===== src/rtl/display_mux_scheduler.sv =====
// rtl/display_mux_scheduler.sv - two-digit seven-segment time multiplexer with dead time and frame-aligned key updates
// Optional feature: BLANK_ZERO_EN (blank digit 0 while its shadow value is zero).
module display_mux_scheduler #(
    parameter int REFRESH_CYCLES = 24000,
    parameter int DEAD_CYCLES    = 240
) (
    input  logic       clk,
    input  logic       reset,
    input  logic [3:0] sw1,
    input  logic [3:0] sw2,
    input  logic       upd,
    output logic [3:0] hex,
    output logic [1:0] an,
    output logic       frame_done
);

    localparam int MAX_LEN  = (REFRESH_CYCLES > DEAD_CYCLES) ? REFRESH_CYCLES : DEAD_CYCLES;
    localparam int MAX_LEN2 = (MAX_LEN > 2) ? MAX_LEN : 2;
    localparam int CW       = $clog2(MAX_LEN2);

    typedef enum logic [1:0] {SHOW0, DEAD0, SHOW1, DEAD1} state_t;

    state_t        state, state_n;
    logic [CW-1:0] cnt, cnt_n;
    logic          run;
    logic [3:0]    shadow0, shadow1, shadow0_n, shadow1_n;
    logic [3:0]    pend0, pend1, pend0_n, pend1_n;
    logic          pend_v, pend_v_n;
    logic          boundary;
    logic [3:0]    hex_n;
    logic [1:0]    an_n;
    logic          frame_done_n;

    function automatic logic is_last(input state_t st, input logic [CW-1:0] c);
        if (st == SHOW0 || st == SHOW1)
            return int'(c) == REFRESH_CYCLES - 1;
        else
            return int'(c) == DEAD_CYCLES - 1;
    endfunction

    // The frame ends on the last DEAD1 cycle, or on the last SHOW1 cycle when dead time is disabled.
    function automatic logic is_boundary(input state_t st, input logic [CW-1:0] c);
        return is_last(st, c) && ((DEAD_CYCLES == 0) ? (st == SHOW1) : (st == DEAD1));
    endfunction

    function automatic state_t next_state(input state_t st);
        case (st)
            SHOW0:   return (DEAD_CYCLES == 0) ? SHOW1 : DEAD0;
            DEAD0:   return SHOW1;
            SHOW1:   return (DEAD_CYCLES == 0) ? SHOW0 : DEAD1;
            default: return SHOW0;
        endcase
    endfunction

    always_comb begin
        state_n   = state;
        cnt_n     = cnt;
        shadow0_n = shadow0;
        shadow1_n = shadow1;
        pend0_n   = pend0;
        pend1_n   = pend1;
        pend_v_n  = pend_v;
        boundary  = run && is_boundary(state, cnt);

        // The first cycle out of reset only arms the sequencer so SHOW0 cnt=0 is the first lit cycle.
        if (run) begin
            if (is_last(state, cnt)) begin
                state_n = next_state(state);
                cnt_n   = '0;
            end else begin
                cnt_n = cnt + 1'b1;
            end
        end

        if (boundary) begin
            pend_v_n = 1'b0;
            if (upd) begin
                shadow0_n = sw1;
                shadow1_n = sw2;
            end else if (pend_v) begin
                shadow0_n = pend0;
                shadow1_n = pend1;
            end
        end else if (upd) begin
            pend0_n  = sw1;
            pend1_n  = sw2;
            pend_v_n = 1'b1;
        end

        // Outputs are decoded from the next state so they line up with the state they belong to.
        case (state_n)
            SHOW0: begin
                an_n  = 2'b10;
                hex_n = shadow0_n;
`ifdef BLANK_ZERO_EN
                if (shadow0_n == 4'h0)
                    an_n = 2'b11;
`endif
            end
            DEAD0: begin
                an_n  = 2'b11;
                hex_n = shadow1_n;
            end
            SHOW1: begin
                an_n  = 2'b01;
                hex_n = shadow1_n;
            end
            default: begin
                an_n  = 2'b11;
                hex_n = pend_v_n ? pend0_n : shadow0_n;
            end
        endcase
        frame_done_n = is_boundary(state_n, cnt_n);
    end

    always_ff @(posedge clk) begin
        if (reset) begin
            state      <= SHOW0;
            cnt        <= '0;
            run        <= 1'b0;
            shadow0    <= 4'h0;
            shadow1    <= 4'h0;
            pend0      <= 4'h0;
            pend1      <= 4'h0;
            pend_v     <= 1'b0;
            an         <= 2'b11;
            hex        <= 4'h0;
            frame_done <= 1'b0;
        end else begin
            state      <= state_n;
            cnt        <= cnt_n;
            run        <= 1'b1;
            shadow0    <= shadow0_n;
            shadow1    <= shadow1_n;
            pend0      <= pend0_n;
            pend1      <= pend1_n;
            pend_v     <= pend_v_n;
            an         <= an_n;
            hex        <= hex_n;
            frame_done <= frame_done_n;
        end
    end

endmodule


===== config.mk =====
export PLATFORM = sky130hd
export DESIGN_NAME = display_mux_scheduler
export DESIGN_NICKNAME = d
export VERILOG_FILES = /design/src/rtl/display_mux_scheduler.sv
export SDC_FILE = /design/constraint.sdc
export NUM_CORES = 1
export LEC_CHECK = 0
export CAP_MARGIN = 20
export CELL_PAD_IN_SITES_DETAIL_PLACEMENT = 0
export CELL_PAD_IN_SITES_GLOBAL_PLACEMENT = 1
export CORE_AREA = 2 2 78 80
export DETAILED_ROUTE_END_ITERATION = 12
export DIE_AREA = 0 0 80 82
export PLACE_DENSITY_LB_ADDON = 0.15
export SLEW_MARGIN = 25
export SYNTH_ARGS = -nofsm -noshare
export SYNTH_HDL_FRONTEND = slang
export SYNTH_SLANG_ARGS = --single-unit

===== constraint.sdc =====
create_clock -name clk -period 3.55 [get_ports clk]
set_input_delay 0.8875 -clock clk [delete_from_list [all_inputs] [get_ports clk]]
set_output_delay 0.8875 -clock clk [all_outputs]
set_load 0.02 [all_outputs]

# Word level (Yosys, flattened, before mapping)
# Cells that the tools add are included.
# word_totals
inputBits	11
memories	0
mem_bits_rw	0
wordCells	54
regBits	42
latchBits	0
romBits	0
# op_classes
shifts	0
n_mux	22
magnitude_cmp	0
n_reduce_logical	9
div	0
multipliers	0
n_eq_ne	10
bitwise	1
add_sub_neg	1
# op_table
cell	count
$mux 4	9
$eq 15x15->1 const B	2
$eq 15x9->1 const B	2
$mux 15	2
$add 15x1->15 const B	1
$eq 2x2->1 const B	4
$pmux 4 s2	1
$mux 1	6
$pmux 2 s3	1
$eq 2x1->1 const B	2
$logic_not 2->1	2
$mux 2	2
$pmux 2 s2	1
$logic_and 1x1->1	3
$logic_or 1x1->1	2
$reduce_and 2->1	1
$reduce_or 2->1	1
$not 1->1	1

# Logic depth before layout (Yosys ltp)
# Gate-level depths: netlist (run 1).
# depth
word_depth	10
depth_mapped	13

# Worst setup path before layout (run 1)
# Ideal clock, no wire load.
# synth_timing
kind	register -> register
start	register cnt[8]
end	register hex[0]
t_required_ns	3.471
setup_time_ns	0.079
path_stages_with_launch	13
path_slack_ns	0.663
t_arrival_ns	2.808
n_path_buf	1
path_cell_list	dfxtp_1 > buf_6 > or4b_4 > a211oi_2 > and2_4 > nor2_1 > a21oi_1 > inv_1 > ha_1 > or3_1 > nor2_1 > a22oi_1 > o211ai_1
# synth_between
elab_chain_cells	8
word_cells_on_any_way	18
classes_between	eq/ne: 4; mux: 10; reduce/logical: 4
# synth_rtl
item	line	rtl
from (decl)	24	logic [CW-1:0] cnt, cnt_n;
from (signal assigned)	131	cnt <= cnt_n;
$eq 15x9->1 or $eq 15x15->1 (tied branches)	38, 36	
$mux 1 (*)	35	if (st == SHOW0 || st == SHOW1)
$mux 1 (*)	66	if (run) begin
$mux 2 (*)	67	if (is_last(state, cnt)) begin
$mux 2 (*)	66	
via state_n[1]	23	state_t state, state_n;
$eq 2x2->1 or $eq 2x1->1 (tied branches)	91	case (state_n)
$reduce_or 2->1 (no line)	-	
$pmux 4 s2 (*)	91	
to (signal assigned)	139	hex <= hex_n;
to (decl)	12	output logic [3:0] hex,
# Mark *: on every way through the listed nets, which the timed path passes. The rest lies on a longest branch. The select of a mux whose other input is x is not followed.
# A chain may end at the register's enable or synchronous reset.

# Final worst setup path (run 1)
# layout_timing
start	register cnt[10]
end	register hex[0]
# The elaborated chain is that of the path after synthesis.

==> results.md, run 1 <==
* Status: complete, no violations
* Commonest cells in the netlist: 42 x dfxtp_1, 40 x nor2_1, 17 x nand2_1, 15 x mux2i_1, 13 x inv_1
* Max-slew violations at 0
* Number of synthesized flops with an enable pin at 0
* PD cells at 317.3 mW/mm²
* Max-slew headroom at 45.72%
* Top cell type's share of synthesized area at 34.71%
* Mapped Avg Cell Area at 8.529 µm²
* Initial antenna violation count at 0
* Starting density of the core at 42.16%
* First-pass GRT wire length at 9163 µm
* Worst clock skew at 8.450 ps
* Setup TNS at 0 ps
* Vias in the first global route at 1,774
* Post-CTS Setup Bufs at 0
* Syn_nets at 304
* # diodes at 0
* Pwr Total at 849.9 µW
* Critical Path Start Type: flip-flop
* Mapped Cells at 284
* Worst ir drop on vdd at 0.0001832 V
* # nets final at 312
* Routability cong. at 0.8242
* Synthesized cell area at 0.002422 mm²
* WP data required at 3770 ps
* Detailed Routing Iterations Pass 1 at 4
* Most used flip-flop cell after synthesis: dfxtp_1
* Clk slew on worst S/H paths at 80 ps
* Sequential share of the synthesized area at 34.71%
* Clock Sinks at 42
* Max Clk Rate at 312.9 MHz
* Type of the worst min-delay path: reg2reg
* CP max stage delay at 570 ps
* WL met1 at 2915 µm
* Cell mode on critical path: nor2_1
* H-tree levels at 2
* Largest net degree at the start of global routing at 25
* Chip Height at 82 µm
* Row count at 28
* Post-route cell area at 0.002679 mm²
* Clk Latency, worst-skew pair at 290 ps
* Worst slew pin tran at 813.1 ps
* Buffers on Ports at 17
* RSZ-0062 raised after global routing: no
* Hold Buf Count CTS at 0
* Distinct cells, synth at 55
* ANT nets after route at 0
* Clock Path Buffers at 2
* Crit path capture type: flip-flop
* Final Hold Viols at 0
* Layout cell share with drive strength beyond 1 at 8.904%
* IO Pins at 18
* Leak at 0.0009868 µW
* Cts repair resizes at 0
* Placed cell area at 0.002600 mm²
* Slowest-stage cell, CP: or4b_4
* Max Used Layer: met4
* Synth area leaders: dfxtp_1 35%, mux2i_1 6.2%, nor2_1 6.2%
* Routed wl met3 at 207 µm
* Filler cells at 585
* Post-layout util at 46.62%
* Die width at 80 µm
* HPWL after detailed placement at 3917 µm
* Final Setup Violations at 0
* Post-synthesis register bit count at 42
* DRC Markers at 0
* Total Wirelength at 5484 µm
* Tmin final at 3196 ps
* Area grow syn2layout at 10.59%
* Critical-path cell list: or4b_4 -> a211oi_2 -> and2_4 -> nor2_1 -> a21oi_1 -> inv_1 -> ha_1 -> or3_1 -> nor2_1 -> a22oi_1 -> o211ai_1
* CTS tree: done
* Initial drt markers at 149
* Arrival time worst endpoint at 3420 ps
* Max cap viols at 0
* Most frequent cell after synthesis: dfxtp_1
* GRT Util Overall at 18.11%
* GRT overflow at 0
* Root Driver: clkbuf_8
* Area of the die at 0.006560 mm²
* Synth warn at 0
* Worst Path Max Fanout at 12
* Asr flop ratio synth at 0%
* Via Count at 1,974
* Met2 WL post-DR at 2295 µm
* Crit path kind: reg2reg
* Cell Count, Final, Fillers Out at 367
* Area leader, netlist: dfxtp_1
* Vias/cell at 5.379
* Placed cells at 360
* Routed length per placed instance at 14.94 µm
* Inserted Clock Buffers at 5
* Core area at 0.005746 mm²
* Final period utilization at 90.03%
==> sequential cells by signal (all words and copies together) (netlist names), 2 cells and up <==
register / flops
pend0: 4
cnt: 15
an: 2
shadow1: 4
shadow0: 4
pend1: 4
state: 2
hex: 4
==> per-layer routing <==
metal	vias to the layer above	global-route usage, %
met1	909	27.75
met2	40	24.83
li1	1020	-
met4	0	5.424
met5	-	0
met3	5	3.956
==> through the flow <==
stage          setup WS (ps)  hold slack [ps]
3_5_place_dp           368.7            485.0
6_report               353.8            509.2
4_1_cts                346.8            507.8
5_1_grt                13.88            544.6
2_1_floorplan          663.4            460.0
3_3_place_gp           454.6            479.6
==> critical path: cells and delay by family, from the launching register on <==
kind            cells  cell delay [ps]
flops               1              430
simple gates        5             1480
buf+inv             1              130
fa+ha+maj           1              280
compound gates      4              810
==> kinds of logic after synthesis <==
| logic type | after synthesis | synth area share (%) |
|---|---|---|
| adder cells (fa/ha/maj) | 9 | 4.649 |
| buffers and inverters | 32 | 6.508 |
| XOR/XNOR | 17 | 6.147 |
| AND/OR/NAND/NOR | 118 | 25.57 |
| flip-flops | 42 | 34.71 |
| multiplexers | 16 | 6.818 |
| AO/OA/AOI/OAI | 50 | 15.60 |
==> where the power goes <==
group	total, µW	internal [µW]	leakage [µW]	switching, µW
clock	295	132	0.0000438	163
combinational	62.3	30.6	0.000602	31.8
sequential	492	480	0.000341	12.5
==> worst paths after layout <==
check                               end  slack, ps             startpoint  cells past startpoint
setup / recovery      hex[0]$_SDFF_PP0_        350     cnt[10]$_SDFF_PP0_                     11
hold / removal    pend1[0]$_SDFFE_PP0P_        510  pend1[0]$_SDFFE_PP0P_                      2
setup reg to reg      hex[0]$_SDFF_PP0_        350     cnt[10]$_SDFF_PP0_                     11
hold reg to reg   pend1[0]$_SDFFE_PP0P_        510  pend1[0]$_SDFFE_PP0P_                      2
==> area by class of cell <==
type                            instances  area, µm²  area share [%]
Multi-Input combinational cell        210       1424           53.15
Clock buffer                            5      68.82           2.569
Clock inverter                          2      10.01          0.3737
Inverter                               13      48.80           1.822
Sequential cell                        42      840.8           31.39
Tap cell                               75      93.84           3.503
Timing Repair Buffer                   20      192.7           7.193
==> placed cells by master, fill, tap and decap left out, types with 2 or more instances in the layout <==
master           netlist  final
nand4bb_1              2      2
nand2_1               17     17
nand4b_1               2      2
a31oi_1                5      5
nand3_1               12     12
a22oi_1                4      4
clkbuf_8               0      5
nor3_1                11     11
or3b_2                 2      2
clkdlybuf4s50_1        0     17
and2_1                 3      3
or3_1                  2      2
clkinv_2               0      2
o22ai_1                7      7
nor2_1                40     40
nand4_1                5      5
and3_1                 3      3
dfxtp_1               42     42
xnor2_1               10     10
mux2i_1               15     15
inv_1                 13     13
a2bb2oi_1              3      3
xor2_1                 7      7
ha_1                   9      9
a21oi_1                9      9
o21ai_0                4      4
nand2b_1               4      4
nor2b_1                4      4
buf_4                  3      3
o211ai_1               3      3
o21bai_1               4      4
(Power assumes the default switching activity.)
==> inputs of run 2 (changes only) <==
--- a/config.mk
+++ b/config.mk
@@ -8,9 +8,9 @@
 export CAP_MARGIN = 20
 export CELL_PAD_IN_SITES_DETAIL_PLACEMENT = 0
 export CELL_PAD_IN_SITES_GLOBAL_PLACEMENT = 1
-export CORE_AREA = 2 2 78 80
+export CORE_AREA = 3 3 79 81
 export DETAILED_ROUTE_END_ITERATION = 12
-export DIE_AREA = 0 0 80 82
+export DIE_AREA = 0 0 82 84
 export PLACE_DENSITY_LB_ADDON = 0.15
 export SLEW_MARGIN = 25
 export SYNTH_ARGS = -nofsm -noshare
==> constraint.sdc (replaced) <==
create_clock -name clk -period 3.15 [get_ports clk]
set_input_delay 0.7875 -clock clk [delete_from_list [all_inputs] [get_ports clk]]
set_output_delay 0.7875 -clock clk [all_outputs]
set_load 0.02 [all_outputs]
==> run 2 against run 1 <==
Global-route usage fell by 0.57 points. Critical path depth fell by 2. Register-to-register slack got worse by 130 ps. Setup slack got worse by 130 ps. Sequential power rose by 13%. Critical endpoint unchanged. Highest routed layer unchanged.
==> results.md, run 2 (same netlist as run 1, synthesis figures left out) <==
* GRT overflow at 0 (unchanged)
* CTS tree: done
* Arrival time worst endpoint at 3150 ps (-270 ps)
* Top Family by Delay on Critical Path: simple AND/OR/NAND/NOR gates
* Met1 Use GR at 26.74% (-1.0 points)
* ANT nets after route at 0 (unchanged)
* Max Clk Rate at 342.3 MHz (+9.4%)
* Type of the worst min-delay path: reg2reg
* Largest net degree at the start of global routing at 24 (-4.0%)
* Worst Path Max Fanout at 7 (-5)
* Buffers on Ports at 17 (unchanged)
* Commonest non-fill, non-tap cell in the layout: dfxtp_1
* M3 GR Usage at 3.348% (-0.61 points)
* Clock share of power at 41.0% (+6.3 points)
* Hold Buf Count CTS at 0 (unchanged)
* Crit path kind: reg2reg
* Final Setup Violations at 0 (unchanged)
* Inserted Clock Buffers at 5 (unchanged)
* Routability cong. at 0.8000 (-2.9%)
* Filler cells at 557 (-4.8%)
* Final period utilization at 92.74% (+2.7 points)
* Reg power frac at 52.3% (-5.6 points)
* PD cells at 381.9 mW/mm² (+20%)
* Gr busiest metal: met1
* DRC Markers at 0 (unchanged)
* Chip Height at 84 µm (+2.4%)
* Net Sw Power at 248.6 µW (+20%)
* Total Wirelength at 5598 µm (+2.1%)
* Status: complete, no violations
* Most frequent cells in the layout: 42 x dfxtp_1, 40 x nor2_1, 17 x nand2_1, 17 x clkdlybuf4s50_1, 15 x mux2i_1
* Setup TNS at 0 ps (unchanged)
* Worst clock skew at 9.724 ps (+1.273 ps)
* CP max stage delay at 490 ps (-80 ps)
* Area grow syn2layout at 14.77%
* WP data required at 3380 ps (-390 ps)
* Die width at 82 µm (+2.5%)
* Max-slew violations at 0 (unchanged)
* Final Hold Viols at 0 (unchanged)
* Detailed Routing Iterations Pass 1 at 4 (unchanged)
* IO Pins at 18 (unchanged)
* Critical Path Start Type: flip-flop
* Slowest-stage cell, CP: or4b_4
* Vias/cell at 5.398 (+0.37%)
* Clk Latency, worst-skew pair at 300 ps (about the same)
* Root Driver: clkbuf_8
* Critical-path cell list: or4b_4 -> a211oi_2 -> and2_4 -> mux2_4 -> ha_1 -> or3_1 -> nor2_1 -> a22oi_1 -> o211ai_1
* HPWL after detailed placement at 4213 µm (+7.5%)
* Max-slew headroom at 44.67% (-1.0 points)
* Starting density of the core at 43.72% (+1.6 points)
* Clock Path Buffers at 2 (unchanged)
* Crit path capture type: flip-flop
* Cell Count, Final, Fillers Out at 374 (+1.9%)
* Leak at 0.001037 µW (+5.1%)
* First-pass GRT wire length at 9384 µm (+2.4%)
* Clock Sinks at 42 (unchanged)
* Initial antenna violation count at 0 (unchanged)
* Post-CTS Setup Bufs at 0 (unchanged)
* Cts repair resizes at 0 (unchanged)
* # nets final at 321 (+2.9%)
* Via Count at 2,019 (+2.3%)
* Met2 Usage GRT at 24.39% (-0.44 points)
* Max reg flops at 15 (unchanged)
* Routed length per placed instance at 14.97 µm (+0.17%)
* Vias in the first global route at 1,917 (+8.1%)
* GRT Util Overall at 17.53% (-0.57 points)
* Core area at 0.005540 mm² (-3.6%)
* Bufs and invs on worst path at 0 (-1)
* Int Pwr at 813.1 µW (+27%)
* Placed cells at 366 (+1.7%)
* Combinational share of power at 6.7% (-0.6 points)
* Switching Fraction at 23.41% (-0.97 points)
* Area of the die at 0.006888 mm² (+5.0%)
* Max cap viols at 0 (unchanged)
* Clk slew on worst S/H paths at 90 ps (about the same)
* Row count at 27 (-3.6%)
* Initial drt markers at 146 (-2.0%)
* H-tree levels at 2 (unchanged)
* # diodes at 0 (unchanged)
* Worst slew pin tran at 828.7 ps (+15.66 ps)
* Largest Register: cnt
* Worst ir drop on vdd at 0.0002228 V (+22%)
* Tmin final at 2921 ps (-274.8 ps)
* RSZ-0062 raised after global routing: no
* Layout cell share with drive strength beyond 1 at 12.25% (+3.3 points)
-- run 2: cell count changes in the layout (fill, tap and decap cells not counted) --
cell | before | now
clkinv_2 | 2 | 0
buf_4 | 3 | 12
clkinvlp_4 | 0 | 2
ha_2 | 0 | 1
ha_1 | 9 | 8
bufinv_16 | 0 | 1
-- run 2: power groups by stage --
stage	Clock [µW]	Sequential [µW]	Combinational, µW
after floorplan	0	560	50.8
after global placement	0	567	71.6
after detailed placement	0	567	71.7
after CTS	446	555	72.2
after global routing	468	558	79.7
final	435	555	71.6
-- run 2: tightest hold or removal path: cells and delay by family (launching register included) --
| kind | cells | cell delay (ps) |
|---|---|---|
| flip-flops | 1 | 340 |
| AND/OR/NAND/NOR | 1 | 70 |
| multiplexers | 1 | 60 |
-- run 2: area by class of cell --
type	instances	area, µm²	area share [%]
multi-input combinational	210	1426	51.31
sequential	42	840.8	30.24
timing repair buffer	29	260.3	9.361
tap	72	90.09	3.240
clock buffer	5	68.82	2.475
inverter	13	48.80	1.755
clock inverter	3	45.04	1.620
-- run 2: final timing paths --
| kind | startpoint | cells past startpoint | slack, ps | end |
|---|---|---|---|---|
| setup / recovery | state[0]$_SDFF_PP0_ | 9 | 230 | hex[0]$_SDFF_PP0_ |
| hold / removal | pend1[3]$_SDFFE_PP0P_ | 2 | 510 | pend1[3]$_SDFFE_PP0P_ |
| setup reg to reg | state[0]$_SDFF_PP0_ | 9 | 230 | hex[0]$_SDFF_PP0_ |
| hold reg to reg | pend1[3]$_SDFFE_PP0P_ | 2 | 510 | pend1[3]$_SDFFE_PP0P_ |
-- run 2: metal layers --
layer,wire (µm),up-vias
li1,-,1038
met1,3039,949
met2,2318,25
met3,163,7
met4,77,0
met5,0,-
-- run 2: per-stage QoR --
| step | cell area [µm²] | utilization, % | power (µW) | worst slack (ps) | hold slack, ps |
|---|---|---|---|---|---|
| floorplan | 2422 | - | 610.9 | 263.4 | 460.0 |
| global placement | 2664 | 48.08 | 638.9 | 261.0 | 479.9 |
| detailed placement | 2664 | 48.08 | 639.1 | 171.8 | 490.7 |
| CTS | 2778 | 50.14 | 1074 | 145.9 | 512.9 |
| global route | 2780 | 50.18 | 1105 | 2.141 | 551.8 |
| finish | 2780 | 50.18 | 1062 | 228.5 | 506.8 |
